--- config.mk ---
export PLATFORM = sky130hd
export DESIGN_NAME = tx_arbiter
export DESIGN_NICKNAME = d
export VERILOG_FILES = /design/src/rtl/tx_arbiter_pkg.sv /design/src/rtl/tx_arbiter_rr_pick.sv /design/src/rtl/tx_arbiter.sv
export SDC_FILE = /design/constraint.sdc
export NUM_CORES = 1
export LEC_CHECK = 0
export BUFFER_PORTS_ARGS = -buffer_cell sky130_fd_sc_hd__buf_2
export CAP_MARGIN = 5
export CORE_MARGIN = 1.5
export CORE_UTILIZATION = 55
export DETAILED_ROUTE_END_ITERATION = 16
export GPL_TIMING_DRIVEN = 0
export PLACE_DENSITY = 0.84
export SLEW_MARGIN = 10
export SYNTH_ARGS = -nofsm -noshare
export SYNTH_HDL_FRONTEND = slang
export SYNTH_SLANG_ARGS = --single-unit
--- constraint.sdc ---
create_clock -name clk -period 4.2 [get_ports clk]
set_input_delay 0.21 -clock clk [delete_from_list [all_inputs] [get_ports clk]]
set_output_delay 0.21 -clock clk [all_outputs]
set_load 0.01 [all_outputs]
--- src/rtl/tx_arbiter_pkg.sv ---
// -----------------------------------------------------------------------------
// tx_arbiter_pkg
// Shared definitions for the output-unit transmit path: MIX byte width,
// I/O unit numbering and the transmit arbiter state encoding.
// -----------------------------------------------------------------------------
package tx_arbiter_pkg;

    // Width of one MIX character on the serial line.
    localparam int MIX_BYTE_W = 6;

    // I/O unit numbering; also the request/grant bit position on the arbiter.
    localparam int UNIT_TERM  = 0;  // typewriter terminal
    localparam int UNIT_LPR   = 1;  // line printer
    localparam int UNIT_PUNCH = 2;  // card punch

    // Arbiter state encoding.
    typedef enum logic [1:0] {
        S_IDLE = 2'd0,  // no owner; pick the next requester
        S_LOCK = 2'd1,  // owner holds the line, waiting to load a byte
        S_GAP  = 2'd2   // one-cycle spacer after each load
    } arb_state_e;

endpackage : tx_arbiter_pkg

--- src/rtl/tx_arbiter_rr_pick.sv ---
// -----------------------------------------------------------------------------
// rr_pick
// Combinational round-robin priority selector. Searches upward from
// ptr+1 (wrapping) and returns the first requester found.
//   req     : request vector
//   ptr     : index of the most recently served requester
//   win     : one-hot winner (all zero when no request)
//   win_idx : binary index of the winner (0 when no request)
//   any     : at least one request present
// -----------------------------------------------------------------------------
module rr_pick #(
    parameter  int N  = 3,
    localparam int PW = (N > 1) ? $clog2(N) : 1
) (
    input  logic [N-1:0]  req,
    input  logic [PW-1:0] ptr,
    output logic [N-1:0]  win,
    output logic [PW-1:0] win_idx,
    output logic          any
);

    logic [PW-1:0] cand;

    // NOTE: every output of a combinational block gets a default before any
    // conditional assignment; a path that leaves a signal unassigned infers a latch.
    always_comb begin
        win     = '0;
        win_idx = '0;
        any     = 1'b0;
        cand    = '0;
        for (int k = 1; k <= N; k++) begin
            cand = PW'((int'(ptr) + k) % N);
            if (!any && req[cand]) begin
                win[cand] = 1'b1;
                win_idx   = cand;
                any       = 1'b1;
            end
        end
    end

endmodule : rr_pick

--- src/rtl/tx_arbiter.sv ---
// -----------------------------------------------------------------------------
// tx_arbiter
// Shares one UART transmitter between NUM_DEV output units. Round-robin,
// per record: a granted unit keeps the line until it flags its last byte,
// drops its request, or reaches MAX_BURST bytes.
//   clk, reset : clock, asynchronous active-low reset
//   req/last/data : per-unit byte request, end-of-record flag, byte bus
//   ack        : one-cycle pulse when the unit's byte is loaded
//   grant      : one-hot current owner (zero when idle)
//   overrun    : sticky, unit was cut off at MAX_BURST without last
//   tx_data/tx_load/tx_ready : transmitter byte interface
//   busy       : any grant active or transmitter not ready
// -----------------------------------------------------------------------------
module tx_arbiter
    import tx_arbiter_pkg::*;
#(
    parameter int NUM_DEV   = 3,
    parameter int BYTE_W    = MIX_BYTE_W,
    parameter int MAX_BURST = 15,
    parameter int CNT_W     = 4
) (
    input  logic                      clk,
    input  logic                      reset,
    input  logic [NUM_DEV-1:0]        req,
    input  logic [NUM_DEV-1:0]        last,
    input  logic [NUM_DEV*BYTE_W-1:0] data,
    output logic [NUM_DEV-1:0]        ack,
    output logic [NUM_DEV-1:0]        grant,
    output logic [NUM_DEV-1:0]        overrun,
    output logic [BYTE_W-1:0]         tx_data,
    output logic                      tx_load,
    input  logic                      tx_ready,
    output logic                      busy
);

    localparam int PTR_W = (NUM_DEV > 1) ? $clog2(NUM_DEV) : 1;

    arb_state_e          state_q,   state_d;
    logic [NUM_DEV-1:0]  grant_q,   grant_d;
    logic [NUM_DEV-1:0]  overrun_q, overrun_d;
    logic [PTR_W-1:0]    owner_q,   owner_d;
    logic [PTR_W-1:0]    ptr_q,     ptr_d;
    logic [CNT_W-1:0]    cnt_q,     cnt_d;
    logic                last_q,    last_d;
    logic [BYTE_W-1:0]   tx_data_q, tx_data_d;

    logic [NUM_DEV-1:0]  pick_win;
    logic [PTR_W-1:0]    pick_idx;
    logic                pick_any;

    logic                owner_req;
    logic                owner_last;
    logic [BYTE_W-1:0]   owner_data;

    rr_pick #(.N(NUM_DEV)) u_pick (
        .req     (req),
        .ptr     (ptr_q),
        .win     (pick_win),
        .win_idx (pick_idx),
        .any     (pick_any)
    );

    assign owner_req  = req[owner_q];
    assign owner_last = last[owner_q];
    assign owner_data = data[int'(owner_q)*BYTE_W +: BYTE_W];

    always_comb begin
        state_d   = state_q;
        grant_d   = grant_q;
        owner_d   = owner_q;
        ptr_d     = ptr_q;
        cnt_d     = cnt_q;
        last_d    = last_q;
        overrun_d = overrun_q;
        tx_data_d = tx_data_q;
        ack       = '0;
        tx_load   = 1'b0;

        case (state_q)
            S_IDLE: begin
                if (pick_any) begin
                    grant_d = pick_win;
                    owner_d = pick_idx;
                    cnt_d   = '0;
                    last_d  = 1'b0;
                    state_d = S_LOCK;
                end
            end

            S_LOCK: begin
                // A dropped request releases the line even if the transmitter is ready.
                if (!owner_req) begin
                    grant_d = '0;
                    ptr_d   = owner_q;
                    state_d = S_IDLE;
                end else if (tx_ready) begin
                    tx_load   = 1'b1;
                    ack       = grant_q;
                    tx_data_d = owner_data;
                    cnt_d     = cnt_q + CNT_W'(1);
                    last_d    = owner_last;
                    state_d   = S_GAP;
                end
            end

            S_GAP: begin
                // The spacer cycle lets tx_ready fall before another load is considered.
                if (last_q) begin
                    grant_d = '0;
                    ptr_d   = owner_q;
                    state_d = S_IDLE;
                end else if (cnt_q == CNT_W'(MAX_BURST)) begin
                    overrun_d[owner_q] = 1'b1;
                    grant_d            = '0;
                    ptr_d              = owner_q;
                    state_d            = S_IDLE;
                end else begin
                    state_d = S_LOCK;
                end
            end

            default: begin
                grant_d = '0;
                state_d = S_IDLE;
            end
        endcase
    end

    // NOTE: sequential state uses non-blocking assignments so every flop samples
    // the pre-edge value of every other flop, independent of evaluation order.
    always_ff @(posedge clk or negedge reset) begin
        if (!reset) begin
            state_q   <= S_IDLE;
            grant_q   <= '0;
            overrun_q <= '0;
            owner_q   <= '0;
            ptr_q     <= PTR_W'(NUM_DEV - 1);
            cnt_q     <= '0;
            last_q    <= 1'b0;
            // NOTE: the held byte is visible on tx_data, so this data register is
            // reset as well to give a defined output straight out of reset.
            tx_data_q <= '0;
        end else begin
            state_q   <= state_d;
            grant_q   <= grant_d;
            overrun_q <= overrun_d;
            owner_q   <= owner_d;
            ptr_q     <= ptr_d;
            cnt_q     <= cnt_d;
            last_q    <= last_d;
            tx_data_q <= tx_data_d;
        end
    end

    // During a load the fresh byte goes straight out; otherwise the held copy.
    assign tx_data = tx_load ? owner_data : tx_data_q;
    assign grant   = grant_q;
    assign overrun = overrun_q;
    assign busy    = (state_q != S_IDLE) | ~tx_ready;

endmodule : tx_arbiter

==> out/results.tsv, run 1 <==
metric	value	unit
placed cell count	237	
Non-Filler Instances	242	
Netlist cell types	48	
Die ar.	3110	sq um
hold crit path type	input port to register	
Max Transition Viols Final	0	
NumNets Final	245	
pwr dens	706	nW/um^2
final design utilization	71.5	%
asr flop ratio synth	100	%
Syn-to-layout area delta	19.0	%
Longest Clk Path Bufs	2	
largest cells by area after synthesis	dfrtp_1 36%, mux2i_1 6.5%, ha_1 4.1%	
clock root buffer	clkbuf_4	
Main synth FF type	dfrtp_1	
fmax	0.437	GHz
Setup CP Type	register to output port	
total congestion overflow	0	
worst-path maximum fanout	10	
Leakage	0.926	nW
number of fill cells	207	
top-area cell type share of the netlist area	36.0	%
DR vias	1406	
vias in the first global route	1409	
I/O pin cnt	44	
Post-CTS Setup Bufs	0	
dpl ws	2.16	ns
YS warnings	0	
Synth Area per Inst	9.32	sq um
Hold Vio Cnt, Final	0	
Worst Path Required	3.99	ns
drt pass-1 iters	4	
CTS tree	done	
Inserted Diodes	0	
period utilization	54.4	%
hold buffers post-CTS	1	
gpl congestion	0.792	
CP arrival	2.08	ns
# clock sinks	23	
CTS buffer count	3	
minimum clock period	2.29	ns
placed cell areas	1780	sq um
skew final	0.00241	ns
post-synthesis cell count	164	
vias per cell	5.81	
antenna viol nets, final	0	
Relative slew margins	63.0	%
first-pass GRT wire length	6310	um
Post-CTS Resized	0	
VDD IR-drop max	618	uV
Setup WS post-layout	1.91	ns
setup_tns	0	ns
DRC	0	
core outline area	2540	sq um
layout cell share with drive strength beyond 1	33.5	%
Overall Global Routing Usage	25.6	%
Clk pin slew, worst setup/hold paths	0.14	ns
area leader, netlist	dfrtp_1	
Final setup viols	0	
port buffer count	43	
die height	55.7	um
startpoint types	register	
WHS	0.149	ns
status	complete, no violations	
Mapped Area	1530	sq um
H-tree levels	1	
max_cap viols	0	
syn nets	196	
Least-Margin Pin Slew	0.541	ns
DRT Wirelength	3650	um
Initial Utilization	60.1	%
Worst-Skew Late Latency	0.33	ns
WL/cell	15.1	um
DP HPWL	2840	um
power after layout	1.28	mW
RSZ-0062 raised after global routing	no	
most frequent cells in the layout	45 x buf_2, 22 x dfrtp_1, 16 x nor2_1, 14 x nand2_1, 12 x inv_1	
Initial DRC Count	83	
#FFs+latches synth	23	
largest net degree at the start of global routing	24	
sequential cell area fraction in the yosys report	37.7	%
CP endpoint kind	output port	
Finished Cell Area	1820	sq um
initial antenna violation count	0	
commonest non-fill, non-tap cell in the layout	buf_2	
die width	55.7	um
Post-synth EDFFs	0	
row count	18	
==> state kept, by name (all words and copies together), names as in the netlist <==
name / cells
last_q: 1
ptr_q: 2
grant: 3
owner_q: 2
overrun: 3
tx_data_q: 6
state_q: 2
cnt_q: 4
==> per-layer routing <==
metal | vias up | track usage [%] | wire length (um) | part of all wire (%)
li1 | 673 | - | - | -
met1 | 655 | 31.5 | 1480 | 41
met2 | 67 | 43.0 | 1840 | 50
met3 | 11 | 5.12 | 254 | 7.0
met4 | 0 | 11.5 | 74 | 2.0
met5 | - | 0 | 0 | 0
==> worst paths after layout <==
path | from | to | slack [ns] | cells after the start
max | owner_q[1] | tx_data[5] | 1.91 | 9
min | last[1] | last_q | 0.15 | 3
max reg2reg | ptr_q[0] | owner_q[1] | 2.12 | 7
min reg2reg | overrun[1] | overrun[1] | 0.47 | 1
max in group asynchronous | reset | ptr_q[1] | 3.47 | 2
min in group asynchronous | reset | state_q[1] | 0.37 | 2
==> cell families (layout without fill, tap and decap cells) <==
kind of cell,after synthesis,count (layout),synth area share (%)
mux,14,14,10.4
fa+ha+maj,5,5,4.09
compound gates,44,44,21.5
simple gates,53,53,17.3
xor+xnor,2,2,1.15
buf+inv,23,71,7.77
flops,23,23,37.7
==> report_power, final <==
part           switching [mW]  internal (mW)  total (mW)
registers              0.0496          0.297       0.346
logic                   0.476          0.350       0.826
clock network          0.0762         0.0359       0.112
total                   0.602          0.683        1.28
==> cell usage after synthesis (3+ instances only) <==
cell type and instances:
dfrtp_1 22, o21ai_1 5, nand2_1 14, mux2i_1 10
o21ai_2 3, buf_6 3, inv_1 12, nand2b_1 4
nor2b_1 3, nand3_1 5, ha_1 5, nor2_1 16
a21oi_1 10, a31oi_1 4
==> worst max-delay path, cell delays in order (launching register included) <==
cell      delay (ns)
dfrtp_1         0.38
buf_4           0.17
mux2i_1         0.14
o22ai_2         0.25
nand2_1         0.10
buf_2           0.21
inv_2           0.10
o221ai_1        0.11
o21a_1          0.15
buf_2           0.14
==> final cells by class <==
type	count	area, sq um	area share (%)
clock inverters	1	5.00	0.275
repair buffers	44	225	12.4
multi-input cells	118	833	45.8
plain buffers	9	66.3	3.65
clock buffers	3	22.5	1.24
inverters	14	52.6	2.89
well taps	30	37.5	2.06
flip-flops and latches	23	577	31.7
Power figures use the tool's default switching activity.
==> run 2, diff against run 1 <==
Settings changed: CORE_UTILIZATION 55 to 46, PLACE_DENSITY 0.84 to 0.75.
Clock period 4.2 ns to 1.95 ns, I/O delays scaled along.
==> out/results.tsv, run 2 (synthesis gave the netlist of run 1 again) <==
metric	value	unit
WL/cell	13.2	um
NumNets Final	254	
H-tree levels	1	
initial antenna violation count	0	
period utilization	99.1	%
Inserted Diodes	0	
Initial Utilization	49.3	%
Initial DRC Count	46	
Clk pin slew, worst setup/hold paths	0.13	ns
die height	60.7	um
placed cell count	251	
commonest non-fill, non-tap cell in the layout	buf_2	
pwr dens	1550	nW/um^2
vias per cell	5.24	
hold path cells	3	
startpoint types	register	
layout cell share with drive strength beyond 1	43.0	%
fmax	0.518	GHz
register area	577	sq um
port buffer count	43	
Max Transition Viols Final	0	
Hold Vio Cnt, Final	0	
worst hold start	last[1]	
Worst Path Required	1.85	ns
gpl congestion	0.954	
FF-to-FF setup slack	0.03	ns
biggest regs	tx_data_q (6), cnt_q (4)	
first-pass GRT wire length	5090	um
Worst-Skew Late Latency	0.31	ns
WHS	0.0360	ns
antenna viol nets, final	0	
clock root buffer	clkbuf_4	
core outline area	3100	sq um
status	complete, no violations	
vias in the first global route	1115	
Non-Filler Instances	265	
CTS buffer count	3	
total congestion overflow	0	
worst hold endpoint	last_q	
largest net degree at the start of global routing	24	
worst-path maximum fanout	8	
row count	20	
DRC	0	
CP arrival	1.83	ns
minimum clock period	1.93	ns
most frequent cells in the layout	43 x buf_2, 22 x dfrtp_1, 15 x nor2_1, 13 x nand2_1	
most flop-heavy register	tx_data_q	
Final setup viols	0	
drt pass-1 iters	4	
Relative slew margins	64.8	%
area of the multi-input gates	947	sq um
final design utilization	65.4	%
VDD IR-drop max	786	uV
die width	60.7	um
Die ar.	3680	sq um
CTS tree	done	
DP HPWL	2530	um
Least-Margin Pin Slew	0.525	ns
DR vias	1389	
max_cap viols	0	
skew final	0.0115	ns
DRT Wirelength	3490	um
number of fill cells	290	
Leakage	0.986	nW
RSZ-0062 raised after global routing	yes	
Longest Clk Path Bufs	2	
R2R Path End	owner_q[1]	
power after layout	3.16	mW
R2R cell count	7	
Setup CP Type	register to output port	
# clock sinks	23	
hold crit path type	input port to register	
Overall Global Routing Usage	18.4	%
I/O pin cnt	44	
CP endpoint kind	output port	
max FFs per register	6	
worst reg2reg startpoint	ptr_q[1]	
Syn-to-layout area delta	32.7	%
==> run 2: cell types whose count changed in the layout (fill, tap and decap cells not counted), sizes merged <==
cell / delta
buf: +8
clkbuf: +2
clkinv: -1
==> run 2: worst max path at each step <==
stage	to	start	cells past startpoint
after floorplan	owner_q[1]	ptr_q[1]	8
after global placement	owner_q[1]	ptr_q[1]	6
after CTS	tx_data[5]	owner_q[1]	9
final	tx_data[5]	owner_q[1]	9
after detailed placement	owner_q[1]	ptr_q[1]	6
after global routing	tx_data[5]	owner_q[1]	9
==> run 2: area by class of cell <==
class | instances | area share [%]
Sequential cell | 23 | 28.4
Clock buffer | 4 | 1.29
Multi-Input combinational cell | 118 | 46.7
Timing Repair Buffer | 55 | 15.4
Tap cell | 44 | 2.71
Buffer | 7 | 2.84
Inverter | 14 | 2.71
==> run 2: power breakdown <==
part | total, mW | internal [mW] | switching, mW | leakage, nW
clock | 0.221 | 0.0800 | 0.141 | 0.0150
sequential | 0.748 | 0.639 | 0.109 | 0.299
combinational | 2.19 | 1.02 | 1.17 | 0.672
total | 3.16 | 1.74 | 1.42 | 0.986
==> run 2: worst max-delay path, stage by stage (launching register included) <==
cell and delay (ns):
dfrtp_1 0.41, buf_6 0.13, mux2i_1 0.12, o22ai_2 0.19, nand2_1 0.11, buf_6 0.15, inv_4 0.06, o221ai_2 0.08
o21a_1 0.13, buf_2 0.13
==> run 2: layer usage <==
layer  vias to the layer above  track usage (%)  wire [um]
li1                        699                -          -
met1                       655             27.2       1690
met2                        33             27.6       1630
met3                         2             4.05        146
met4                         0             4.04         21
met5                         -                0          0
==> run 2: repair_timing <==
| item | in CTS | in global routing |
|---|---|---|
| pin swaps | 6 | 9 |
| setup endpoints to repair | 15 | 18 |
| gates cloned | 1 | 0 |
| buffers inserted | 4 | 6 |
| resized for setup | 14 | 17 |
| hold buffers | 1 | 0 |
| endpoints found under the hold margin | 22 | 0 |
==> run 2: per-stage QoR <==
| stage | setup TNS, ns | cell area (sq um) | worst slack [ns] |
|---|---|---|---|
| floorplan | 0 | 1530 | 0.0785 |
| global placement | -0.202 | 1800 | -0.0899 |
| detailed placement | -0.344 | 1800 | -0.0835 |
| CTS | -0.295 | 1920 | -0.0635 |
| global route | -0.696 | 2030 | -0.117 |
| finish | 0 | 2030 | 0.0183 |
==> run 3, diff against run 2 <==
Settings changed: CORE_UTILIZATION 46 to 35, CTS_CLUSTER_DIAMETER from default to 60, PLACE_DENSITY 0.75 to default.
==> out/results.tsv, run 3 (synthesis gave the netlist of run 1 again) <==
metric	value	unit
worst-path maximum fanout	4	
vias in the first global route	1407	
total congestion overflow	0	
Max Transition Viols Final	0	
fmax	0.509	GHz
port buffer count	43	
WL/cell	14.4	um
startpoint types	register	
CP endpoint kind	register	
H-tree levels	1	
Initial Utilization	37.4	%
clock root buffer	clkbuf_8	
Non-Filler Instances	279	
DP HPWL	2640	um
DRT Wirelength	4020	um
vias per cell	5.10	
biggest regs	tx_data_q (6), cnt_q (4)	
Initial DRC Count	18	
DR vias	1423	
placed cell areas	1810	sq um
Finished Cell Area	2200	sq um
Least-Margin Pin Slew	0.550	ns
layout cell share with drive strength beyond 1	47.2	%
skew final	0.00641	ns
Syn-to-layout area delta	44.1	%
Worst-Skew Late Latency	0.26	ns
placed cell count	257	
Worst Path Required	2.10	ns
CTS buffer count	3	
largest net degree at the start of global routing	24	
die width	69.1	um
failing checks	setup timing	
Final setup viols	4	
Overall Global Routing Usage	16.6	%
gpl congestion	0.828	
CTS tree	done	
VDD IR-drop max	692	uV
Die ar.	4770	sq um
max FFs per register	6	
minimum clock period	1.97	ns
I/O pin cnt	44	
row count	23	
power after layout	3.63	mW
dpl ws	-0.102	ns
RSZ-0062 raised after global routing	yes	
period utilization	101	%
final design utilization	53.9	%
Setup CP Type	register to register	
Inserted Diodes	0	
DRC	0	
first-pass GRT wire length	6540	um
hold crit path type	input port to register	
Clk pin slew, worst setup/hold paths	0.08	ns
Relative slew margins	63.1	%
most flop-heavy register	tx_data_q	
initial antenna violation count	0	
drt pass-1 iters	4	
Longest Clk Path Bufs	2	
Hold Vio Cnt, Final	0	
CP arrival	2.12	ns
core outline area	4090	sq um
NumNets Final	262	
pwr dens	1650	nW/um^2
# clock sinks	23	
most frequent cells in the layout	44 x buf_2, 22 x dfrtp_1, 19 x buf_4, 15 x nor2_1	
Leakage	1.06	nW
die height	69.1	um
commonest non-fill, non-tap cell in the layout	buf_2	
Setup WS post-layout	-0.0153	ns
antenna viol nets, final	0	
max_cap viols	0	
status	finished, violations left	
[run 3: cell count changes in the layout (fill, tap and decap cells not counted), sizes merged]
cell / delta
buf: +9
clkbuf: -1
[run 3: per-layer routing]
layer	vias to the layer above	part of all wire (%)	track usage [%]	wire length (um)
li1	713	-	-	-
met1	682	47	21.9	1880
met2	26	50	27.5	2010
met3	2	2.8	3.65	113
met4	0	0.50	4.36	20
met5	-	0	0	0
[run 3: final timing paths]
path / depth (start not counted) / end / from / slack, ns
setup / recovery: 8 / grant[0] / ptr_q[1] / -0.02
hold / removal: 3 / last_q / last[1] / 0.10
setup reg to reg: 8 / grant[0] / ptr_q[1] / -0.02
hold reg to reg: 1 / overrun[2] / overrun[2] / 0.46
max in group asynchronous: 2 / ptr_q[1] / reset / 1.25
min in group asynchronous: 2 / tx_data_q[0] / reset / 0.32
[run 3: per-stage QoR]
step | hold WS, ns | TNS [ns]
global route | 0.125 | -0.722
CTS | 0.101 | -0.117
global placement | 0.0967 | -0.302
detailed placement | 0.0996 | -0.586
finish | 0.100 | -0.0312
floorplan | -0.198 | 0
[run 3: where the power goes]
part	switching, mW	leakage [nW]	internal [mW]
combinational	1.35	0.736	1.22
clock	0.149	0.0228	0.146
sequential	0.124	0.299	0.640
[run 3: timing repair]
item,in CTS,in global routing
cloned,1,1
resized for setup,19,27
buffers inserted,6,11
setup endpoints to repair,15,17
endpoints found under the hold margin,22,0
hold buffers,1,0
pin swaps,5,10
[run 3: critical path: stages (launching register included)]
cell,delay [ns]
dfstp_2,0.59
inv_2,0.06
ha_4,0.18
mux2i_4,0.21
o22ai_4,0.27
nor3_4,0.08
a211oi_2,0.22
buf_4,0.17
o22ai_1,0.07
[run 3: area by class of cell]
cell class | instances | area, sq um
clock buffers | 4 | 45.0
repair buffers | 63 | 369
multi-input cells | 118 | 1040
plain buffers | 7 | 58.8
inverters | 14 | 52.6
flip-flops and latches | 23 | 577
well taps | 50 | 62.6
fillers | 365 | 1880
